**config.mk**
```make
export PLATFORM = sky130hd
export DESIGN_NAME = maquina_maluca_fsm
export DESIGN_NICKNAME = d
export VERILOG_FILES = /design/src/rtl/maquina_maluca_pkg.sv /design/src/rtl/maquina_maluca_fsm.sv
export SDC_FILE = /design/constraint.sdc
export NUM_CORES = 1
export LEC_CHECK = 0
export BUFFER_PORTS_ARGS = -buffer_cell sky130_fd_sc_hd__buf_2
export CAP_MARGIN = 20
export CORE_AREA = 2 2 39 41
export CTS_CLUSTER_DIAMETER = 150
export DETAILED_ROUTE_END_ITERATION = 8
export DIE_AREA = 0 0 41 43
export HOLD_SLACK_MARGIN = 0.02
export PLACE_DENSITY = 0.39
export REMOVE_ABC_BUFFERS = 1
export SYNTH_ARGS = -nofsm -noshare
export SYNTH_HDL_FRONTEND = slang
export SYNTH_SLANG_ARGS = --single-unit
export TNS_END_PERCENT = 10
```
**constraint.sdc**
```tcl
create_clock -name clk -period 1.23 [get_ports clk]
set_clock_uncertainty 0.05 [all_clocks]
set_input_delay 0.123 -clock clk [delete_from_list [all_inputs] [get_ports clk]]
set_output_delay 0.123 -clock clk [all_outputs]
set_load 0.02 [all_outputs]
```
**src/rtl/maquina_maluca_pkg.sv**
```systemverilog
// Shared state codes for the coffee-machine sequencing controller.
package maquina_maluca_pkg;

    typedef enum logic [3:0] {
        IDLE                = 4'd1,
        LIGAR_MAQUINA       = 4'd2,
        VERIFICAR_AGUA      = 4'd3,
        ENCHER_RESERVATORIO = 4'd4,
        MOER_CAFE           = 4'd5,
        COLOCAR_NO_FILTRO   = 4'd6,
        PASSAR_AGITADOR     = 4'd7,
        TAMPEAR             = 4'd8,
        REALIZAR_EXTRACAO   = 4'd9
    } state_e;

    localparam state_e RESET_STATE = IDLE;

endpackage

```
**src/rtl/maquina_maluca_fsm.sv**
```systemverilog
// Moore controller stepping through the brewing recipe after a start request;
// the reservoir is refilled once per brew, tracked by agua_ok.
module maquina_maluca_fsm
    import maquina_maluca_pkg::*;
(
    input  logic       clk,
    input  logic       rst_n,
    input  logic       start,
    output logic [3:0] state
);

    state_e state_q, state_d;
    logic   agua_ok_q, agua_ok_d;

    // NOTE: rst_n is active-high and synchronous here despite its name; it is only seen on a clock edge.
    always_ff @(posedge clk) begin
        if (rst_n) begin
            state_q   <= RESET_STATE;
            agua_ok_q <= 1'b0;
        end else begin
            // NOTE: non-blocking so every register updates from the same pre-edge values.
            state_q   <= state_d;
            agua_ok_q <= agua_ok_d;
        end
    end

    always_comb begin
        // NOTE: hold-current defaults first so no path leaves a signal unassigned (no latches).
        state_d   = state_q;
        agua_ok_d = agua_ok_q;
        case (state_q)
            IDLE:                if (start) state_d = LIGAR_MAQUINA;
            LIGAR_MAQUINA:       state_d = VERIFICAR_AGUA;
            VERIFICAR_AGUA:      state_d = agua_ok_q ? MOER_CAFE : ENCHER_RESERVATORIO;
            ENCHER_RESERVATORIO: begin
                agua_ok_d = 1'b1;
                state_d   = VERIFICAR_AGUA;
            end
            MOER_CAFE:           state_d = COLOCAR_NO_FILTRO;
            COLOCAR_NO_FILTRO:   state_d = PASSAR_AGITADOR;
            PASSAR_AGITADOR:     state_d = TAMPEAR;
            TAMPEAR:             state_d = REALIZAR_EXTRACAO;
            REALIZAR_EXTRACAO: begin
                agua_ok_d = 1'b0;
                state_d   = IDLE;
            end
            // Unreachable codes recover to a clean idle with the flag cleared.
            default: begin
                agua_ok_d = 1'b0;
                state_d   = IDLE;
            end
        endcase
    end

    assign state = state_q;

endmodule

```
==> impl_metrics.env <==
export IMPL_final_min_clock_period_ns=1.12
export IMPL_vias=234
export IMPL_power_density_nw_per_um2=2080
export IMPL_yosysSeqAreaShare=0.426
export IMPL_max_cap_violations=0
export IMPL_grt_pass1_wl_um=786
export IMPL_layout_drive_gt1_share=0.303
export IMPL_synth_top_area_cell="dfxtp_1"
export IMPL_drt_drc_violations_left=0
export IMPL_ys_warn_count=0
export IMPL_synth_cell_types=15
export IMPL_die_w_um=41
export IMPL_viasPerCell=4.78
export IMPL_status="complete, no violations"
export IMPL_cts_sinks=5
export IMPL_finalHoldViolCount=0
export IMPL_nets=37
export IMPL_portBuffers=6
export IMPL_finalSetupViolCount=0
export IMPL_fin_tns_setup_ns=0
export IMPL_placed_cell_area_um2=267
export IMPL_p_leak_nw=0.106
export IMPL_finish_utilization=0.212
export IMPL_synthToLayoutAreaGrowth_pct=24.5
export IMPL_cts_path_max_buffers=2
export IMPL_core_rowCount=14
export IMPL_ant_nets=0
export IMPL_max_clock_freq_ghz=0.894
export IMPL_grt_overflow=0
export IMPL_dr_max_layer_used="met4"
export IMPL_setup_slack_ns=0.112
export IMPL_cts_repair_resize_count=0
export IMPL_tightestPinTransition_ns=0.309
export IMPL_die_h_um=43
export IMPL_slew_viol_final=0
export IMPL_stdcell_area_um2=293
export IMPL_routed_wl_um=489
export IMPL_coreArea_um2=1380
export IMPL_p_total_mw=0.610
export IMPL_cts_hold_buf=0
export IMPL_cts_tree="done"
export IMPL_cts_htree_levels=1
export IMPL_ios=7
export IMPL_end_kind="register"
export IMPL_holdCritPathClass="in -> reg"
export IMPL_clkTransAtPathRegs_ns=0.04
export IMPL_dr_pass1_iters=5
export IMPL_fin_crit_sh=0.909
export IMPL_placedCellCount=45
export IMPL_path_class="reg -> reg"
export IMPL_yosys_register_bits=5
export IMPL_crit_fanout=9
export IMPL_die_area_um2=1760
export IMPL_critPathRequiredTime_ns=1.31
export IMPL_fin_cells=49
export IMPL_yosys_top_cells_area="dfxtp_1, a21oi_1, a2111oi_2, nand3b_1, buf_6"
export IMPL_gp_congestion=0.605
export IMPL_first_iter_violations=10
export IMPL_dr_wl_met3_um=49
export IMPL_grt_util_all_layers=0.0732
export IMPL_antenna_found_initial=0
export IMPL_grt_max_degree=10
export IMPL_initial_core_util=0.170
export IMPL_slew_headroom=0.789
export IMPL_synth_top_cell_area_share=0.426
export IMPL_postSynthAreaPerCell_um2=9.41
export IMPL_synthCells=25
export IMPL_hold_ws_ns=0.0694
export IMPL_cts_buffers=3
export IMPL_synth_area_um2=235
export IMPL_wl_met2_um=195
export IMPL_worst_ep_arrival_time_ns=1.20
export IMPL_irDropWorstVdd_mv=0.383
export IMPL_grt_pass1_vias=186
export IMPL_pre_cts_slack_ns=0.114
export IMPL_post_cts_setup_buffers=0
export IMPL_cts_root_buf="clkbuf_4"
export IMPL_start_kind="register"
export IMPL_clock_latency_ns=0.24
export IMPL_diodes=0
export IMPL_rsz0062_at_grt="false"
export IMPL_wl_per_cell_um=9.98
export IMPL_wl_met1_um=224
## final timing paths
check             endpoint  slack, ns  cells past startpoint  startpoint
hold / removal    state[2]       0.07                      2       rst_n
hold reg to reg   state[0]       0.47                      1    state[0]
setup / recovery  state[2]       0.11                      2    state[1]
setup reg to reg  state[2]       0.11                      2    state[1]
## registers in the layout (all words and copies together), names as in the netlist
register,cells
state,4
agua_ok_q,1
## cell families after synthesis
group,synth area share
buffers and inverters,0.0957
AO/OA/AOI/OAI,0.287
AND/OR/NAND/NOR,0.154
XOR/XNOR,0.0372
flip-flops,0.426
## worst max-delay path: stages, from the launching register on
cell and delay, ns:
dfxtp_1 0.48, xnor2_1 0.13, a2111oi_2 0.36
## power by group
| part | switching, mW | leakage [nW] | internal (mW) |
|---|---|---|---|
| combinational | 0.0839 | 0.0496 | 0.0733 |
| clock | 0.0680 | 0.0150 | 0.123 |
| sequential | 0.0647 | 0.0413 | 0.198 |
## area by class of cell
| cell class | count | area, um2 |
|---|---|---|
| fillers | 154 | 1090 |
| inverters | 1 | 3.75 |
| repair buffers | 6 | 30.0 |
| multi-input cells | 17 | 113 |
| flip-flops and latches | 5 | 100 |
| well taps | 16 | 20.0 |
| clock buffers | 4 | 26.3 |
## per-layer routing
metal  vias up  global-route usage
met5         -                   0
met4         0               0.100
met3         4              0.0314
met2        13              0.0688
met1       107              0.0962
li1        110                   -
## layout by cell type (no fill, tap or decap), types with 2 or more instances in the layout
cell,instances
nand3b_1,2
dfxtp_1,5
buf_2,6
nor2_1,3
a21oi_1,4
clkbuf_4,3
## synthesized netlist by cell type (all sizes together)
cell type and instances:
dfxtp 5, a21oi 4, nor2 3, a2111oi 2, buf 2, nand3b 2
a211oi 1, a311oi 1, inv 1, nand2 1, nand4 1, o211ai 1
xnor2 1
Note: power is estimated with default switching activity, not from simulation.
